--- config.mk ---
export PLATFORM = sky130hd
export DESIGN_NAME = mac_operand_sequencer
export DESIGN_NICKNAME = d
export VERILOG_FILES = /design/src/rtl/mac_operand_sequencer.sv
export SDC_FILE = /design/constraint.sdc
export NUM_CORES = 1
export LEC_CHECK = 0
export ABC_CLOCK_PERIOD_IN_PS = 7900
export CAP_MARGIN = 10
export CORE_MARGIN = 5
export CORE_UTILIZATION = 51
export CTS_CLUSTER_SIZE = 28
export DETAILED_ROUTE_END_ITERATION = 6
export PLACE_DENSITY = 0.77
export SETUP_SLACK_MARGIN = 0.02
export SLEW_MARGIN = 20
export SYNTH_ARGS = -nofsm -noshare
export SYNTH_HDL_FRONTEND = slang
export SYNTH_SLANG_ARGS = --single-unit
--- constraint.sdc ---
create_clock -name clock -period 7.9 [get_ports clock]
set_input_delay 0.79 -clock clock [delete_from_list [all_inputs] [get_ports clock]]
set_output_delay 0.79 -clock clock [all_outputs]
set_load 0.02 [all_outputs]
--- src/rtl/mac_operand_sequencer.sv ---
// mac_operand_sequencer
// Buffers (x, y, last) operand pairs in a small FIFO and streams them into an
// attached MAC one pair per cycle. The MAC is cleared before each vector. Once
// the last product has settled, the accumulated value and the pair count are
// returned over a valid/ready result handshake.
module mac_operand_sequencer #(
  parameter int WIDTH = 32,
  parameter int DEPTH = 4,
  parameter int CNT_W = 16
) (
  input  logic             clock,
  input  logic             reset,
  input  logic             in_valid,
  output logic             in_ready,
  input  logic [WIDTH-1:0] in_x,
  input  logic [WIDTH-1:0] in_y,
  input  logic             in_last,
  output logic [WIDTH-1:0] mac_x,
  output logic [WIDTH-1:0] mac_y,
  output logic             mac_clear,
  input  logic [WIDTH-1:0] mac_in,
  output logic             out_valid,
  input  logic             out_ready,
  output logic [WIDTH-1:0] out_mac,
  output logic [CNT_W-1:0] out_count,
  output logic             busy
);

  localparam int AW = (DEPTH > 1) ? $clog2(DEPTH) : 1;
  localparam int EW = 2 * WIDTH + 1;
  localparam logic [AW:0] FULL_LEVEL = (AW + 1)'(DEPTH);

  typedef enum logic [2:0] {
    IDLE  = 3'd0,
    CLEAR = 3'd1,
    RUN   = 3'd2,
    DRAIN = 3'd3,
    DONE  = 3'd4
  } state_t;

  state_t           state_reg;
  logic [EW-1:0]    mem [DEPTH];
  logic [AW-1:0]    wr_ptr_reg;
  logic [AW-1:0]    rd_ptr_reg;
  logic [AW:0]      level_reg;
  logic [CNT_W-1:0] cnt_reg;
  logic             mac_clear_reg;
  logic             out_valid_reg;
  logic [WIDTH-1:0] out_mac_reg;
  logic [CNT_W-1:0] out_count_reg;

  logic             empty;
  logic             full;
  logic             push;
  logic             pop;
  logic [EW-1:0]    head;
  logic [WIDTH-1:0] head_x;
  logic [WIDTH-1:0] head_y;
  logic             head_last;

  assign empty     = (level_reg == '0);
  assign full      = (level_reg == FULL_LEVEL);
  // Ready is masked while reset is held; a full FIFO never takes a push,
  // even if the head is leaving in the same cycle.
  assign in_ready  = reset && !full;
  assign push      = in_valid && in_ready;
  // Only RUN consumes entries; DONE leaves the next vector waiting in the FIFO.
  assign pop       = (state_reg == RUN) && !empty;

  assign head      = mem[rd_ptr_reg];
  assign head_x    = head[EW-1:WIDTH+1];
  assign head_y    = head[WIDTH:1];
  assign head_last = head[0];

  // Zero operands during bubbles and idle keep the MAC accumulator unchanged.
  assign mac_x     = pop ? head_x : '0;
  assign mac_y     = pop ? head_y : '0;

  assign mac_clear = mac_clear_reg;
  assign out_valid = out_valid_reg;
  assign out_mac   = out_mac_reg;
  assign out_count = out_count_reg;
  assign busy      = (state_reg != IDLE);

  // FIFO storage: payload only, so it needs no reset.
  always_ff @(posedge clock) begin
    if (push) begin
      mem[wr_ptr_reg] <= {in_x, in_y, in_last};
    end
  end

  // FIFO pointers and occupancy; pointers wrap naturally because DEPTH is a power of two.
  always_ff @(posedge clock or negedge reset) begin
    if (!reset) begin
      wr_ptr_reg <= '0;
      rd_ptr_reg <= '0;
      level_reg  <= '0;
    end else begin
      if (push) begin
        wr_ptr_reg <= wr_ptr_reg + 1'b1;
      end
      if (pop) begin
        rd_ptr_reg <= rd_ptr_reg + 1'b1;
      end
      case ({push, pop})
        2'b10:   level_reg <= level_reg + 1'b1;
        2'b01:   level_reg <= level_reg - 1'b1;
        default: level_reg <= level_reg;
      endcase
    end
  end

  // Vector sequencing FSM with registered clear pulse and result outputs.
  always_ff @(posedge clock or negedge reset) begin
    if (!reset) begin
      state_reg     <= IDLE;
      cnt_reg       <= '0;
      mac_clear_reg <= 1'b0;
      out_valid_reg <= 1'b0;
      out_mac_reg   <= '0;
      out_count_reg <= '0;
    end else begin
      mac_clear_reg <= 1'b0;
      case (state_reg)
        IDLE: begin
          // Looking at the incoming push as well saves a cycle of start-up latency.
          if (!empty || push) begin
            state_reg     <= CLEAR;
            mac_clear_reg <= 1'b1;
          end
        end
        CLEAR: begin
          cnt_reg   <= '0;
          state_reg <= RUN;
        end
        RUN: begin
          if (pop) begin
            cnt_reg <= cnt_reg + 1'b1;
            if (head_last) begin
              state_reg <= DRAIN;
            end
          end
        end
        DRAIN: begin
          // The MAC registered the last product on the previous edge.
          out_mac_reg   <= mac_in;
          out_count_reg <= cnt_reg;
          out_valid_reg <= 1'b1;
          state_reg     <= DONE;
        end
        DONE: begin
          if (out_ready) begin
            out_valid_reg <= 1'b0;
            state_reg     <= IDLE;
          end
        end
        default: begin
          state_reg <= IDLE;
        end
      endcase
    end
  end

endmodule

; Yosys cells after proc, flatten, opt, wreduce, memory -nomap -nowiden
; Memory sizes are Yosys's and may differ from the RTL's.
; Index checks and enable logic that the tools add are counted.
[op_classes]
addsub = 5
n_mul = 0
n_div = 0
order_cmp = 0
eq_ne = 11
shift = 0
n_mux = 16
n_bitwise = 0
n_reduce_logical = 15
[ops]
columns = cell, count
row1 = $mux 32, 2
row2 = $pmux 16 s2, 1
row3 = $add 16x1->16 const B, 1
row4 = $mux 16, 1
row5 = $pmux 3 s5, 1
row6 = $mux 3, 4
row7 = $ne 2x2->1 const B, 4
row8 = $eq 3x2->1 const B, 2
row9 = $eq 3x3->1 const B, 2
row10 = $logic_not 3->1, 2
row11 = $pmux 3 s2, 1
row12 = $reduce_bool 2->1, 3
row13 = $mux 1, 5
row14 = $add 2x1->2 const B, 2
row15 = $reduce_and 2->1, 2
row16 = $reduce_and 4->1, 1
row17 = $add 3x1->3 const B, 1
row18 = $eq 3x1->1 const B, 1
row19 = $logic_and 1x1->1, 3
row20 = $reduce_bool 3->1, 1
row21 = $sub 3x1->3 const B, 1
row22 = $eq 2x1->1 const B, 1
row23 = $eq 2x2->1 const B, 1
row24 = $logic_not 1->1, 2
row25 = other kinds (2), 2
[word_totals]
register_bits = 76
latch_bits = 0
ramBits = 260
romBits = 0
out_inout_bits = 116
wordCells = 57
memories = 1
[memory_table]
columns = memory, depth, width, read_ports, rd_clocked_by_memory_dff, write_ports, line
row1 = mem, 4, 65, 1, 0, 1, 42  ; logic [EW-1:0] mem [DEPTH];

; Logic depth before layout (Yosys ltp)
[depth]
word_depth = 7
ltp_mapped = 9
mapped_depth_nobuf = 9

; Worst setup path after synthesis
; Ideal clock, no wire load.
[synth_timing]
path_type = input-to-reg
startpoint = in reset
endpoint = mem mem[0][0] (netlist bit), enable pin
arrival_ns = 3.185
path_slack_ns = 4.285
stages = 2
n_path_buf = 0
path_cell_list = a21boi_0 > and3_1
[synth_via]
elab_chain_len = 4
[synth_rtl]
columns = item, line
row1 = from (decl), 12  ; input logic reset,
row2 = $logic_and 1x1->1, 65  ; assign in_ready = reset && !full;
row3 = $logic_and 1x1->1, 66  ; assign push = in_valid && in_ready;
row4 = $mux 1, 87  ; if (push) begin
row5 = $mux 1 (not written as such), 88  ; mem[wr_ptr_reg] <= {in_x, in_y, in_last};
row6 = to (decl), 42
; Every way passes these cells.

; Worst setup path after layout
[layout_timing]
startpoint = reg rd_ptr_reg[0]
endpoint = out mac_x[30]
[layout_via]
elab_chain_len = 2
[layout_rtl]
columns = item, line
row1 = from (decl), 44  ; logic [AW-1:0] rd_ptr_reg;
row2 = from (signal assigned), 103  ; rd_ptr_reg <= rd_ptr_reg + 1'b1;
row3 = $mem_v2 4x65, -
row4 = $mux 32, 76  ; assign mac_x = pop ? head_x : '0;
row5 = to (decl), 18  ; output logic [WIDTH-1:0] mac_x,
; Every way passes these cells.

==> run_results.csv <==
group,metric,value,unit
layout,fin_nets,994,
clock_tree,cts_tree,"built",
worst_setup_path,required,7110,ps
clock_tree,h-tree-depth,2,
synthesis,seq_area_frac_synth,74.7,%
route,routed_via_density,5.49,
layout,final_area,16700,um2
place,post_dp_cell_area,15500,um2
clock_tree,clock_path_buffers,3,
worst_setup_path,r2r_cells,8,
sta,final.period_utilization,53.1,%
grt,grt-ovfl-total,0,
floorplanning,start_util,51.6,%
route,drc,0,
min_path,hold_path.class,"in2async",
synthesis,avgSynthCellArea,19.6,um2
clock_tree,cts_setup_buffers,0,
worst_setup_path,path_cells,"buf_4, mux4_2, and2_1, clkdlybuf4s50_1",
synthesis,ys_ff_latch,336,
synthesis,synth_warnings,0,
sta,rsz0062_at_grt,"no",
layout,largest_reg_flops,260,
route,drt-pass1-iter-count,6,
worst_setup_path,path_max_fanout,46,
clock_tree,clk_pin_slew,60,ps
sta,clock_skew,20.3,ps
clock_tree,hold_buffers,0,
sta,hold_viol,0,
layout,drive_above_1_share,20.5,%
grt,grt_pass1_wl,41.1,mm
layout,num_antenna_cells,0,
floorplanning,num_io_pins,217,
pwr,leakage,5.84,nW
place,dp_slack,4130,ps
clock_tree,cts_made_buffers,35,
grt,grt_pass1_vias,7425,
job,cap_violations,0,
synthesis,synth_ff_type,"edfxtp_1",
place,gp_congestion,0.814,
sta,relSlewSlack,30.6,%
route,post_drt_wl_per_cell,20.8,um
synthesis,synthCells,662,
synthesis,synth.distinct_cells,35,
grt,track_usage,18.1,%
sta,finalWorstSetupSlack,3710,ps
status,outcome,"complete, no violations",
clock_tree,clk_latency,500,ps
worst_setup_path,critPathArrivalTime,3400,ps
worst_setup_path,worstSetupPathType,"reg2out",
place,post-dp-hpwl,15.7,mm
worst_setup_path,start_kind,"flop",
route,first_iter_violations,471,
worst_setup_path,crit_path_end_kind,"output pin",
layout,final_cell_mix,"edfxtp_1 (260), clkdlybuf4s50_1 (215), dfrtp_1 (74)",
sta,worst_slew_pin_slew,1040,ps
route,drt-total-wl,25.8,mm
clock_tree,cts_root_buffer,"clkbuf_16",
grt,antenna_found_initial,0,
floorplanning,die_w,170,um
clock_tree,clock_sinks,336,
sta,whs,206,ps
place,io_buffers,216,
layout,fillers,1688,
layout,area_growth,28.8,%
worst_setup_path,cp_slowest_stage_delay,810,ps
sta,setup_tns,0,ps
route,num_vias,6814,
sta,drv_slew,0,
grt,grt_max_degree,70,
synthesis,netlist_area,13000,um2
clock_tree,cts-resized-gates,0,
layout,layout_commonest_cell,"edfxtp_1",
floorplanning,core,25200,um2
synthesis,synth_edf_count,260,
sta,finalSetupViolations,0,
sta,max_freq,239,MHz
route,ant_nets,0,
synthesis,syn_nets,770,
pwr,p_per_area,359,nW/um2
floorplanning,num_rows,58,
pwr,vdd_ir_drop_max,247,uV
floorplanning,die-area,28800,um2
floorplanning,die_h,170,um
worst_setup_path,slowest_stage,"buf_4",
sta,min_period,4190,ps
synthesis,async_flop_share,22.6,%
==> layer usage <==
layer	GRT usage, %	wire length, um	vias up
li1	-	-	3068
met1	23.7	10500	3453
met2	30.0	12500	251
met3	5.68	2300	42
met4	4.03	433	0
met5	0	0	-
==> cell type report <==
cell class	instances	area, um2	share of cell area, %
multi-input cells	287	3160	18.9
well taps	330	413	2.47
flip-flops and latches	336	9720	58.0
inverters	5	18.8	0.112
repair buffers	221	2200	13.1
clock buffers	46	1060	6.30
clock inverters	16	186	1.11
==> Yosys cell counts, drive strengths merged (7+ instances only) <==
master,instances,share of area (%)
edfxtp,260,60
dfrtp,76,15
and2,66,3.2
mux4,65,11
mux2,50,4.3
clkbuf,18,0.54
buf,16,0.56
a21oi,14,0.54
nand2,12,0.35
o21ai,9,0.35
or3,8,0.38
nor2,7,0.20
xnor2,7,0.47
==> kinds of logic after synthesis <==
logic type / after synthesis / synth area share [%]
xor+xnor: 9 / 0.606
buf+inv: 39 / 1.24
compound gates: 33 / 1.48
mux: 116 / 15.7
flops: 336 / 74.7
simple gates: 122 / 5.61
fa+ha+maj: 7 / 0.731
==> power breakdown <==
part	leakage, nW	total, mW	internal (mW)	switching [mW]
Combinational	1.91	1.87	0.987	0.881
Clock	0.612	1.72	1.07	0.646
Sequential	3.32	2.43	2.20	0.233
Total	5.84	6.02	4.26	1.76
==> metrics by stage <==
step / util (%) / power (mW) / cells
after detailed placement: 61.6 / 4.37 / 1179
after global routing: 66.5 / 6.32 / 1241
after CTS: 66.5 / 6.10 / 1241
final: 66.5 / 6.02 / 1241
after global placement: 61.6 / 4.34 / 1179
after floorplan: - / 3.58 / 662
==> path summary, 6_finish.rpt <==
| check | startpoint | endpoint | slack (ps) |
|---|---|---|---|
| worst max-delay path | rd_ptr_reg[0] | mac_x[30] | 3710 |
| worst min-delay path | reset | out_count[1] | 210 |
| worst max register to register | level_reg[0] | level_reg[2] | 5230 |
| worst min register to register | out_count[8] | out_count[8] | 490 |
| max in group asynchronous | reset | rd_ptr_reg[1] | 6700 |
| min in group clock | out_count[8] | out_count[8] | 490 |
==> critical path, delay by kind of cell, from the launching register on <==
| family | cells | cell delay [ps] |
|---|---|---|
| flip-flops | 1 | 700 |
| multiplexers | 1 | 610 |
| AND/OR/NAND/NOR | 1 | 200 |
| buffers and inverters | 2 | 1360 |
(Power assumes the default switching activity.)
